File: src/rtl/counter_interval_ctrl_pkg.sv
// -----------------------------------------------------------------------------
// counter_interval_ctrl_pkg
// Shared types and constants for the interval-timer sequencer that drives a
// 4-bit loadable up-counter.
//   state_t  : sequencer states (IDLE, LOAD, RUN)
//   CNT_W    : width of the external counter's data path
//   CNT_MAX  : counter value at which the counter raises carry
// -----------------------------------------------------------------------------
package counter_interval_ctrl_pkg;

    typedef enum logic [1:0] {
        IDLE = 2'd0,
        LOAD = 2'd1,
        RUN  = 2'd2
    } state_t;

    localparam int unsigned    CNT_W   = 4;
    localparam logic [CNT_W-1:0] CNT_MAX = 4'd15;

endpackage

File: src/rtl/counter_interval_ctrl_prescale_strobe.sv
// -----------------------------------------------------------------------------
// prescale_strobe
// Prescale divider for the interval timer. While enabled and not held it
// produces one strobe every (i_div + 1) cycles. The internal counter is
// forced to zero whenever the block is not enabled, so every RUN phase
// starts with a fresh prescale period.
// Ports:
//   i_clock   : clock, rising edge
//   i_clear_n : synchronous active-low reset
//   i_run_en  : prescaler enabled (sequencer in RUN)
//   i_hold    : freeze the prescaler and suppress the strobe
//   i_div     : captured divider value
//   o_strobe  : combinational count strobe for this cycle
// -----------------------------------------------------------------------------
module prescale_strobe #(
    parameter int unsigned PRE_W = 4
) (
    input  logic             i_clock,
    input  logic             i_clear_n,
    input  logic             i_run_en,
    input  logic             i_hold,
    input  logic [PRE_W-1:0] i_div,
    output logic             o_strobe
);

    logic [PRE_W-1:0] r_pre;
    logic             w_wrap;

    assign w_wrap   = (r_pre == i_div);
    assign o_strobe = i_run_en & ~i_hold & w_wrap;

    always_ff @(posedge i_clock) begin
        if (!i_clear_n) begin
            r_pre <= '0;
        end else if (!i_run_en) begin
            r_pre <= '0;
        end else if (!i_hold) begin
            if (w_wrap) begin
                r_pre <= '0;
            end else begin
                r_pre <= r_pre + 1'b1;
            end
        end
    end

endmodule

File: src/rtl/counter_interval_ctrl.sv
// -----------------------------------------------------------------------------
// counter_interval_ctrl
// Sequencer that uses an external 4-bit loadable up-counter as a programmable
// interval timer: load preset, issue prescaled count strobes, detect terminal
// count via the counter's carry, then reload (periodic) or stop (one-shot).
// Ports:
//   clock, clear        : clock and synchronous active-low reset
//   start, stop, hold   : command interface (stop has highest priority)
//   mode, preset, div   : configuration, captured at start
//   cnt_count, cnt_load : strobes to the counter (never both high)
//   cnt_inp             : load value for the counter (captured preset)
//   cnt_carry           : counter carry (count active and value 15)
//   busy                : sequencer not idle
//   tick, done          : registered 1-cycle pulses (terminal count / one-shot end)
//   ticks               : saturating count of terminal events since last start
// -----------------------------------------------------------------------------
module counter_interval_ctrl
    import counter_interval_ctrl_pkg::*;
#(
    parameter int unsigned PRE_W   = 4,
    parameter int unsigned TICKS_W = 8
) (
    input  logic               clock,
    input  logic               clear,
    input  logic               start,
    input  logic               stop,
    input  logic               hold,
    input  logic               mode,
    input  logic [CNT_W-1:0]   preset,
    input  logic [PRE_W-1:0]   div,
    output logic               cnt_count,
    output logic               cnt_load,
    output logic [CNT_W-1:0]   cnt_inp,
    input  logic               cnt_carry,
    output logic               busy,
    output logic               tick,
    output logic               done,
    output logic [TICKS_W-1:0] ticks
);

    state_t             r_state;
    state_t             w_state_next;
    logic [CNT_W-1:0]   r_preset_q;
    logic [PRE_W-1:0]   r_div_q;
    logic               r_mode_q;
    logic               r_tick;
    logic               r_done;
    logic [TICKS_W-1:0] r_ticks;

    logic               w_strobe;
    logic               w_terminal;
    logic               w_capture;

    prescale_strobe #(
        .PRE_W (PRE_W)
    ) u_prescale (
        .i_clock   (clock),
        .i_clear_n (clear),
        .i_run_en  (r_state == RUN),
        .i_hold    (hold),
        .i_div     (r_div_q),
        .o_strobe  (w_strobe)
    );

    // stop masks the strobe, which in turn masks the terminal event, so an
    // abort coinciding with carry produces neither tick nor done.
    assign cnt_count  = w_strobe & ~stop;
    assign cnt_load   = (r_state == LOAD);
    assign cnt_inp    = r_preset_q;
    assign busy       = (r_state != IDLE);
    assign tick       = r_tick;
    assign done       = r_done;
    assign ticks      = r_ticks;

    assign w_terminal = cnt_count & cnt_carry;
    assign w_capture  = (r_state == IDLE) & start & ~stop;

    always_comb begin
        w_state_next = r_state;
        if (stop) begin
            w_state_next = IDLE;
        end else begin
            case (r_state)
                IDLE: if (start) w_state_next = LOAD;
                LOAD: w_state_next = RUN;
                RUN:  if (w_terminal) w_state_next = r_mode_q ? LOAD : IDLE;
                default: w_state_next = IDLE;
            endcase
        end
    end

    always_ff @(posedge clock) begin
        if (!clear) begin
            r_state    <= IDLE;
            r_preset_q <= '0;
            r_div_q    <= '0;
            r_mode_q   <= 1'b0;
            r_tick     <= 1'b0;
            r_done     <= 1'b0;
            r_ticks    <= '0;
        end else begin
            r_state <= w_state_next;
            r_tick  <= w_terminal;
            r_done  <= w_terminal & ~r_mode_q;
            if (w_capture) begin
                r_preset_q <= preset;
                r_div_q    <= div;
                r_mode_q   <= mode;
                r_ticks    <= '0;
            end else if (w_terminal && !(&r_ticks)) begin
                r_ticks <= r_ticks + 1'b1;
            end
        end
    end

endmodule

File: config.mk
export PLATFORM = sky130hd
export DESIGN_NAME = counter_interval_ctrl
export DESIGN_NICKNAME = d
export VERILOG_FILES = /design/src/rtl/counter_interval_ctrl_pkg.sv /design/src/rtl/counter_interval_ctrl_prescale_strobe.sv /design/src/rtl/counter_interval_ctrl.sv
export SDC_FILE = /design/constraint.sdc
export NUM_CORES = 1
export LEC_CHECK = 0
export ABC_AREA = 1
export BUFFER_PORTS_ARGS = -buffer_cell sky130_fd_sc_hd__buf_2
export CORE_MARGIN = 1
export CORE_UTILIZATION = 55
export DETAILED_ROUTE_END_ITERATION = 7
export PLACE_DENSITY = 0.83
export REMOVE_ABC_BUFFERS = 1
export SYNTH_ARGS = -nofsm -noshare
export SYNTH_HDL_FRONTEND = slang
export SYNTH_SLANG_ARGS = --single-unit
File: constraint.sdc
create_clock -name clock -period 4.1 [get_ports clock]
set_input_delay 0.205 -clock clock [delete_from_list [all_inputs] [get_ports clock]]
set_output_delay 0.205 -clock clock [all_outputs]
set_load 0.02 [all_outputs]
After elaboration in Yosys (flattened, before gate mapping)
Cells that the tools add are included.

Output and inout bits: 17. Register bits after elaboration: 25. Input bits: 15. Logic and storage cells: 40.

$add $sub $neg: 2. Muxes and demuxes: 5. Bitwise gates (word level): 11. Equality and inequality tests: 5. Reduce and logical (&&, ||, !) cells: 9.

Operators by type and width (number): $add A8 B1 Y8 const B (1); $reduce_and A8 Y1 (1); $and A1 B1 Y1 (7); $pmux W2 S3 (1); $add A4 B1 Y4 const B (1); $eq A4 B4 Y1 (1); $mux W2 (2); $mux W4 (1); $ne A2 B2 Y1 const B (2); $not A1 Y1 (4); $reduce_and A2 Y1 (2); $reduce_or A2 Y1 (2); $eq A2 B1 Y1 const B (1); $eq A2 B2 Y1 const B (1); $logic_not A2 Y1 (1); $reduce_bool A2 Y1 (1); $logic_and A1 B1 Y1 (1); $logic_not A1 Y1 (1); $mux W1 (1).

Longest topological paths before layout
Gate-level depths: netlist (run 1).

Word-level depth: 7. Gate-level depth with buffers: 10. Depth with buffers taken out: 9.

Hierarchy
Synthesis (run 1) repeated with hierarchy kept, for this count alone.

Cells, all modules: 170. Area total of the unflattened synthesis: 1201.2 sq um.

By module, submodules not included: counter_interval_ctrl (area each 927.1 sq um, sequential area each 420.4 sq um, cells each 126, times used 1); prescale_strobe (area each 274.0 sq um, sequential area each 80.1 sq um, cells each 44, times used 1).

Worst setup path before layout (run 1)
OpenSTA, ideal clock, no wires.

Path kind: reg-to-reg. From: register r_ticks[0] (netlist: ticks[0]). To: register r_ticks[6] (netlist: ticks[6]). Setup slack: 2.598 ns. Setup time: 0.070 ns. Arrival: 1.432 ns. Cell stages (with the launch flop): 8. Required time: 4.030 ns. Cells stage by stage: dfxtp_1 ha_1 nand2_1 nor2_1 nand3_2 nand3_2 nand2_1 a21oi_1.

Longest elaborated chain between the ends: 3. Elaborated cells between the ends (all ways): 4.

RTL lines: start: declaration (line counter_interval_ctrl.sv:48) `logic [TICKS_W-1:0] r_ticks;`; start signal: assignment (line counter_interval_ctrl.sv:111) `r_ticks <= r_ticks + 1'b1;`; parallel branches: the longest is 3 deep, another holds $add A8 B1 Y8.

Parallel ways; which one is timed is not known. A chain may end at the register's enable or synchronous reset.

Final worst setup path (run 1)
From: register u_prescale.r_pre[0]. To: output cnt_count.

Longest elaborated chain between the ends: 3.

RTL lines: start: declaration (line counter_interval_ctrl_prescale_strobe.sv:26) `logic [PRE_W-1:0] r_pre;`; start signal: assignment (line counter_interval_ctrl_prescale_strobe.sv:41) `r_pre <= r_pre + 1'b1;`; $eq A4 B4 Y1 (line counter_interval_ctrl_prescale_strobe.sv:29) `assign w_wrap = (r_pre == i_div);`; $and A1 B1 Y1 (line counter_interval_ctrl_prescale_strobe.sv:30) `assign o_strobe = i_run_en & ~i_hold & w_wrap;`; $and A1 B1 Y1 (line counter_interval_ctrl.sv:67) `assign cnt_count = w_strobe & ~stop;`; end: declaration (line counter_interval_ctrl.sv:31) `output logic cnt_count,`.

No other way between the ends.

==> results.rst, run 1 <==
.. list-table::
   :header-rows: 1

   * - Metric
     - Value
   * - Status
     - finished clean
   * - Placement row count
     - 16
   * - Worst hold path depth
     - 3
   * - Critical Setup Path Class
     - flip-flop to primary output
   * - Leakage
     - 0.000655 uW
   * - Worst flop-to-flop path endpoint
     - ticks[7]
   * - Cell type with the highest occurrence count on the critical path
     - sky130_fd_sc_hd__nand2_1
   * - WL per Instance
     - 11.0 um
   * - Boundary Pins
     - 32
   * - Via-per-instance ratio
     - 5.22
   * - Setup repair after global routing missed its margin
     - no
   * - Reg2reg path depth
     - 9
   * - Number of global-route vias before repair
     - 1044
   * - Minimum setup slack in the final design
     - 2.14 ns
   * - Post-cts repair resize count
     - 0
   * - Die area
     - 0.00240 mm2
   * - Internal portion of total power
     - 305 uW
   * - Proportion of total power due to net switching
     - 0.254
   * - Master of the slowest instance on the critical path
     - sky130_fd_sc_hd__dfxtp_1
   * - Number of vias after detailed routing
     - 1195
   * - Synthesis-stage register bit count
     - 25
   * - Number of I/O port buffers
     - 31
   * - Crit-path max FO
     - 11
   * - Clock tree from TritonCTS
     - built
   * - Hold Slack
     - 0.120 ns
   * - Cts bufs inserted
     - 3
   * - Routed Wire Length
     - 2.51 mm
   * - Final Critical Period
     - 1.96 ns
   * - Relative contribution of combinational cells to total power
     - 0.120
   * - Part of the power in registers
     - 0.621
   * - Syn Area/Cell
     - 7.09 um2
   * - Cell chosen for the clock root
     - sky130_fd_sc_hd__clkbuf_4
   * - Width of the die
     - 49.0 um
   * - Layout overhead on the synthesized area
     - 15.7%
   * - Required time reported for the critical path endpoint
     - 3.89 ns
   * - Count of max-cap constraint violations
     - 0
   * - Clock skew after layout
     - 0.00144 ns
   * - Power density normalized to cell area
     - 292 mW/mm2
   * - Final worst path period share
     - 0.479
   * - Setup crit end kind
     - primary output
   * - Count of routing violations after the opening detailed-route iteration
     - 33
   * - Final net count
     - 220
   * - Worst slack, placed
     - 2.37 ns
   * - Detailed placer's ending HPWL
     - 1.93 mm
   * - H-tree depth
     - 1
   * - Layout cell share with drive strength beyond 1
     - 0.228
   * - Antenna-violating nets left
     - 0
   * - Number of filler cells placed in the layout
     - 175
   * - Hold buffer count at CTS
     - 0
   * - Remaining routing DRC violations
     - 0
   * - Post-CTS setup buffers
     - 0
   * - Combined buffer and inverter count along the critical path
     - 2
   * - Clock network fraction of total power
     - 0.259
   * - Largest net degree at the start of global routing
     - 14
   * - Maximum cell stage delay along the critical path
     - 0.43 ns
   * - Slew Limit Fails
     - 0
   * - Wire length of the first global-routing pass
     - 4.30 mm
   * - Total number of clock tree sinks
     - 25
   * - Final setup TNS
     - 0 ns
   * - Hold Path Origin
     - preset[3]
   * - Core outline area
     - 0.00202 mm2
   * - Sw power
     - 104 uW
   * - Count of cell types in the netlist
     - 24
   * - GPL Wtd Cong
     - 0.889
   * - Largest vdd supply drop
     - 190 uV
   * - Antenna violations before repair
     - 0
   * - Die height
     - 49.0 um
   * - Register-to-Register Setup Slack
     - 2.33 ns
   * - Number of warnings printed during yosys synthesis
     - 0
   * - Seq/Total Area, Yosys
     - 0.413
   * - Number of optimization iterations in the first detailed-route pass
     - 4
   * - HP Class
     - primary input to flip-flop
   * - Final Hold Vio Count
     - 0
   * - Critical R2R Launch
     - u_prescale.r_pre[0]
   * - GR Util All Layers
     - 0.225
   * - Most common library cell in the layout ignoring fill and taps
     - sky130_fd_sc_hd__nand2_1
   * - Initial cell density of the core
     - 0.600
   * - Crit path arrival time
     - 1.76 ns
   * - Worst-case headroom to the max-slew limit
     - 0.707
   * - Actual transition at the worst max-transition pin
     - 0.440 ns
   * - Family with the most delay on the worst path
     - simple AND/OR/NAND/NOR gates
   * - Area fraction of the dominant cell type after synthesis
     - 0.413
   * - Gate count of the mapped netlist
     - 171
   * - Cell types with the largest area share after synthesis
     - sky130_fd_sc_hd__dfxtp_1 (41%), sky130_fd_sc_hd__nand2_1 (11%), sky130_fd_sc_hd__nor2_1 (8.0%), sky130_fd_sc_hd__a21oi_1 (5.8%), sky130_fd_sc_hd__inv_1 (5.6%)
   * - Number of setup violations in the final report
     - 0
   * - Most frequent cells in the layout
     - sky130_fd_sc_hd__nand2_1 (36), sky130_fd_sc_hd__buf_2 (31), sky130_fd_sc_hd__nor2_1 (26), sky130_fd_sc_hd__dfxtp_1 (25), sky130_fd_sc_hd__inv_1 (18)
   * - Worst min-delay path endpoint
     - cnt_inp[3]
   * - Type of origin of the critical path
     - flip-flop
   * - Overall overflow remaining after global route
     - 0
   * - Post-Syn Area
     - 0.00121 mm2
   * - Cells traversed along the worst timing path
     - inv_1 -> nand2_1 -> nand2_1 -> nor2_1 -> nand2_1 -> nor2_2 -> buf_2
   * - Worst-Skew Late Latency
     - 0.31 ns
   * - Diode count
     - 0
   * - Bufs on Longest Clock Path
     - 2
   * - Clock-pin slew reported for the worst setup and hold paths after clock tree synthesis
     - 0.13 ns
   * - Top cell type by total area after synthesis
     - sky130_fd_sc_hd__dfxtp_1
   * - Peak Freq
     - 509 MHz
==> layer usage <==
metal	part of all wire	GRT usage
met4	0.0060	0.0931
met3	0.047	0.0405
met5	0	0
met2	0.46	0.350
met1	0.49	0.306
==> cell type report <==
class / instances / area, um2 / area share
flip-flops and latches: 25 / 500 / 0.357
multi-input cells: 119 / 601 / 0.428
well taps: 27 / 33.8 / 0.0241
repair buffers: 31 / 155 / 0.111
clock buffers: 4 / 26.3 / 0.0187
inverters: 23 / 86.3 / 0.0616
==> synthesized netlist by cell type, drive strengths merged <==
cell / n
a21oi: 14
inv: 23
o211ai: 1
xor2: 5
nand2: 37
ha: 2
nand3: 7
o2111ai: 1
dfxtp: 25
nand4: 8
buf: 3
nand3b: 1
nor2: 28
nor3: 4
clkbuf: 1
o21ai: 11
==> worst max-delay path by stage <==
stage               slack, ns                 from         to  cells after the start
finish                   2.14  u_prescale.r_pre[0]  cnt_count                      7
global route             1.97  u_prescale.r_pre[0]  cnt_count                      7
CTS                      2.12  u_prescale.r_pre[0]  cnt_count                      7
detailed placement       2.37  u_prescale.r_pre[0]   ticks[7]                      9
global placement         2.46  u_prescale.r_pre[0]   ticks[1]                      9
floorplan                2.53  u_prescale.r_pre[0]   ticks[0]                      9
==> logic make-up (layout without fill, tap and decap cells) <==
logic type	count (synthesis)	in the layout	share of synthesized area
compound gates	27	27	0.117
simple gates	85	85	0.322
buf+inv	27	58	0.0918
flops	25	25	0.413
fa+ha+maj	2	2	0.0206
xor+xnor	5	5	0.0361
==> through the flow <==
stage | power [uW] | instances | cell area (um2) | utilization
finish | 410 | 229 | 1400 | 0.694
global route | 427 | 229 | 1400 | 0.694
CTS | 411 | 229 | 1400 | 0.694
detailed placement | 309 | 225 | 1380 | 0.681
global placement | 307 | 225 | 1380 | 0.681
floorplan | 289 | 167 | 1190 | -
==> registers in the layout, summed over array words and instances (netlist names) <==
name	count
done	1
cnt_inp	4
r_mode_q	1
u_prescale.r_pre	4
r_div_q	4
tick	1
ticks	8
r_state	2
==> power by group through the flow <==
stage	logic [uW]	clock network [uW]	registers, uW
2_1_floorplan	26.6	0	263
3_3_place_gp	47.7	0	260
3_5_place_dp	49.1	0	260
4_1_cts	49.3	108	254
5_1_grt	55.2	116	256
6_report	49.3	106	254
==> worst min-delay path, cell delays in order <==
cell	delay, ns
sky130_fd_sc_hd__buf_2	0.08
sky130_fd_sc_hd__nor2_1	0.04
sky130_fd_sc_hd__nor2_1	0.08
No activity file was read; power rests on OpenSTA's default activity.
==> inputs of run 2 (changes only) <==
--- a/config.mk
+++ b/config.mk
@@ -7,10 +7,11 @@
 export LEC_CHECK = 0
 export ABC_AREA = 1
 export BUFFER_PORTS_ARGS = -buffer_cell sky130_fd_sc_hd__buf_2
+export CORE_ASPECT_RATIO = 0.5
 export CORE_MARGIN = 1
-export CORE_UTILIZATION = 55
+export CORE_UTILIZATION = 46
 export DETAILED_ROUTE_END_ITERATION = 7
-export PLACE_DENSITY = 0.83
+export PLACE_DENSITY = 0.74
 export REMOVE_ABC_BUFFERS = 1
 export SYNTH_ARGS = -nofsm -noshare
 export SYNTH_HDL_FRONTEND = slang
==> constraint.sdc (replaced) <==
create_clock -name clock -period 1.59 [get_ports clock]
set_input_delay 0.0795 -clock clock [delete_from_list [all_inputs] [get_ports clock]]
set_output_delay 0.0795 -clock clock [all_outputs]
set_load 0.02 [all_outputs]
==> results.rst, run 2 (synthesis results as in run 1) <==
.. list-table::
   :header-rows: 1

   * - Metric
     - Value
   * - Status
     - finished clean
   * - Placement Cell Area
     - 0.00142 mm2 (+3.5%)
   * - Number of global-route vias before repair
     - 952 (-8.8%)
   * - Diode count
     - 0 (unchanged)
   * - Crit path arrival time
     - 1.42 ns (-0.34 ns)
   * - Largest vdd supply drop
     - 492 uV (+160%)
   * - Largest net degree at the start of global routing
     - 14 (unchanged)
   * - Worst-case headroom to the max-slew limit
     - 0.807 (+0.100)
   * - Cells traversed along the worst timing path
     - inv_1 -> nand2_1 -> nand2_1 -> nor2_2 -> nand2_2 -> nor2_4 -> buf_6 -> buf_4
   * - H-tree depth
     - 1 (unchanged)
   * - Number of setup violations in the final report
     - 0 (unchanged)
   * - Die area
     - 0.00286 mm2 (+19%)
   * - Antenna-violating nets left
     - 0 (unchanged)
   * - Most common library cell in the layout ignoring fill and taps
     - sky130_fd_sc_hd__nand2_1
   * - Overall overflow remaining after global route
     - 0 (unchanged)
   * - Family with the most delay on the worst path
     - simple AND/OR/NAND/NOR gates
   * - Count of routing violations after the opening detailed-route iteration
     - 59 (+79%)
   * - Combined buffer and inverter count along the critical path
     - 3 (+1)
   * - Type of origin of the critical path
     - flip-flop
   * - Crit-path max FO
     - 9 (-2)
   * - Worst-Skew Late Latency
     - 0.27 ns (-0.04 ns)
   * - Remaining routing DRC violations
     - 0 (unchanged)
   * - Leakage
     - 0.000718 uW (+9.7%)
   * - Required time reported for the critical path endpoint
     - 1.51 ns (-2.38 ns)
   * - Cts bufs inserted
     - 3 (unchanged)
   * - Hold Slack
     - 0.0306 ns (-0.0891 ns)
   * - Part of the power in registers
     - 0.568 (-0.053)
   * - Peak Freq
     - 668 MHz
   * - Power density normalized to cell area
     - 746 mW/mm2 (+160%)
   * - Cell type with the highest occurrence count on the critical path
     - sky130_fd_sc_hd__nand2_1
   * - Final Critical Period
     - 1.50 ns
   * - Number of optimization iterations in the first detailed-route pass
     - 4 (unchanged)
   * - Final setup TNS
     - 0 ns (unchanged)
   * - Maximum cell stage delay along the critical path
     - 0.35 ns (-0.08 ns)
   * - Total number of clock tree sinks
     - 25 (unchanged)
   * - Proportion of total power due to net switching
     - 0.245 (-0.00970)
   * - Clock network fraction of total power
     - 0.317 (+0.058)
   * - HP Class
     - primary input to flip-flop
   * - Bufs on Longest Clock Path
     - 2 (unchanged)
   * - Number of I/O port buffers
     - 31 (unchanged)
   * - Register-to-Register Setup Slack
     - 0.12 ns (-2.21 ns)
   * - Placement row count
     - 12 (-4)
   * - Relative contribution of combinational cells to total power
     - 0.115 (-0.005)
   * - Core outline area
     - 0.00236 mm2 (+17%)
   * - Master of the slowest instance on the critical path
     - sky130_fd_sc_hd__dfxtp_2
   * - Via-per-instance ratio
     - 4.87 (-6.7%)
   * - Width of the die
     - 74.6 um (+52%)
   * - Boundary Pins
     - 32 (unchanged)
   * - Critical R2R Launch
     - ticks[0]
   * - Actual transition at the worst max-transition pin
     - 0.287 ns (-0.152 ns)
   * - WL per Instance
     - 10.5 um (-4.4%)
   * - Critical path capture point
     - cnt_count
   * - Most frequent cells in the layout
     - sky130_fd_sc_hd__nand2_1 (35), sky130_fd_sc_hd__buf_2 (30), sky130_fd_sc_hd__nor2_1 (23), sky130_fd_sc_hd__dfxtp_1 (19), sky130_fd_sc_hd__inv_1 (18)
   * - Critical path launch point
     - u_prescale.r_pre[3]
   * - Clock skew after layout
     - 0.00685 ns (+0.00541 ns)
   * - Antenna violations before repair
     - 0 (unchanged)
   * - Cell chosen for the clock root
     - sky130_fd_sc_hd__clkbuf_8
   * - Die height
     - 38.3 um (-22%)
   * - Critical Setup Path Class
     - flip-flop to primary output
   * - Slew Limit Fails
     - 0 (unchanged)
   * - Number of vias after detailed routing
     - 1202 (+0.59%)
   * - Clock tree from TritonCTS
     - built
   * - Routed Wire Length
     - 2.59 mm (+3.1%)
   * - Placed cell count
     - 238 (+5.8%)
   * - Wire length of the first global-routing pass
     - 4.04 mm (-6.1%)
   * - Detailed placer's ending HPWL
     - 1.82 mm (-6.2%)
   * - Setup crit end kind
     - primary output
   * - Final net count
     - 230 (+4.5%)
   * - Max FFs per register
     - 8 (unchanged)
   * - Sw power
     - 282 uW (+170%)
   * - Internal portion of total power
     - 871 uW (+190%)
   * - Final core utilization
     - 0.656 (-0.0382)
   * - Final worst path period share
     - 0.942
   * - Clock-pin slew reported for the worst setup and hold paths after clock tree synthesis
     - 0.08 ns (-0.05 ns)
   * - Final design area excluding fillers
     - 0.00155 mm2 (+10%)
   * - Number of filler cells placed in the layout
     - 211 (+21%)
   * - Worst flop-to-flop path endpoint
     - ticks[5]
   * - Layout overhead on the synthesized area
     - 27.5%
   * - Initial cell density of the core
     - 0.514 (-0.0853)
   * - Logic depth of the worst setup path including buffers
     - 8 (+1)
   * - GR Util All Layers
     - 0.191 (-0.0336)
   * - GPL Wtd Cong
     - 0.849 (-4.5%)
   * - Final non-filler cell total
     - 247 (+7.9%)
   * - Count of max-cap constraint violations
     - 0 (unchanged)
   * - Final Hold Vio Count
     - 0 (unchanged)
   * - Layout cell share with drive strength beyond 1
     - 0.311 (+0.0836)
   * - Reg2reg path depth
     - 7 (-2)
[run 2: changes by cell type in the layout (fill, tap and decap cells not counted), moves of 2 or more]
cell,change
sky130_fd_sc_hd__dfxtp_1,-6
sky130_fd_sc_hd__dfxtp_2,+5
sky130_fd_sc_hd__clkbuf_8,+3
sky130_fd_sc_hd__nor2_2,+2
sky130_fd_sc_hd__clkbuf_4,-3
sky130_fd_sc_hd__buf_4,+10
sky130_fd_sc_hd__nor2_1,-3
[run 2: through the flow]
stage / total power [uW] / setup slack, ns
after global placement: 794 / 0.155
after CTS: 1160 / 0.0152
after floorplan: 747 / 0.0158
after detailed placement: 796 / 0.0840
final: 1150 / 0.0929
after global routing: 1220 / -0.00525
[run 2: how the worst min path moves through the flow]
stage | from | endpoint | cells after the start
finish | preset[0] | cnt_inp[0] | 3
global route | preset[0] | cnt_inp[0] | 3
CTS | preset[0] | cnt_inp[0] | 3
detailed placement | preset[3] | cnt_inp[3] | 3
global placement | preset[2] | cnt_inp[2] | 3
floorplan | preset[0] | cnt_inp[0] | 2
[run 2: cell type report]
| cell class | count | area [um2] | area share |
|---|---|---|---|
| multi-input combinational | 119 | 623 | 0.403 |
| timing repair buffer | 41 | 236 | 0.153 |
| tap | 35 | 43.8 | 0.0283 |
| inverter | 23 | 86.3 | 0.0559 |
| sequential | 25 | 510 | 0.330 |
| clock buffer | 4 | 45.0 | 0.0291 |
[run 2: power by group through the flow]
stage	Combinational, uW	Sequential [uW]	Clock, uW
3_3_place_gp	124	670	0
4_1_cts	129	656	375
6_report	133	655	365
5_1_grt	151	658	409
3_5_place_dp	127	670	0
2_1_floorplan	68.7	678	0
[run 2: what timing repair did]
| action | in CTS | in global routing |
|---|---|---|
| gates resized for setup | 5 | 10 |
| setup buffers | 0 | 5 |
| endpoints found under the setup margin | 1 | 9 |
| hold buffers | 0 | 0 |
| pin swaps | 0 | 3 |
[run 2: layer usage]
metal | track usage | part of all wire | up-vias
met3 | 0.0474 | 0.052 | 6
li1 | - | - | 629
met2 | 0.315 | 0.45 | 35
met4 | 0.0519 | 0.018 | 0
met5 | 0 | 0 | -
met1 | 0.253 | 0.48 | 532
[run 2: worst min-delay path, cell delays in order]
cell                     delay, ns
sky130_fd_sc_hd__buf_2        0.07
sky130_fd_sc_hd__nor2_1       0.03
sky130_fd_sc_hd__nor2_1       0.08
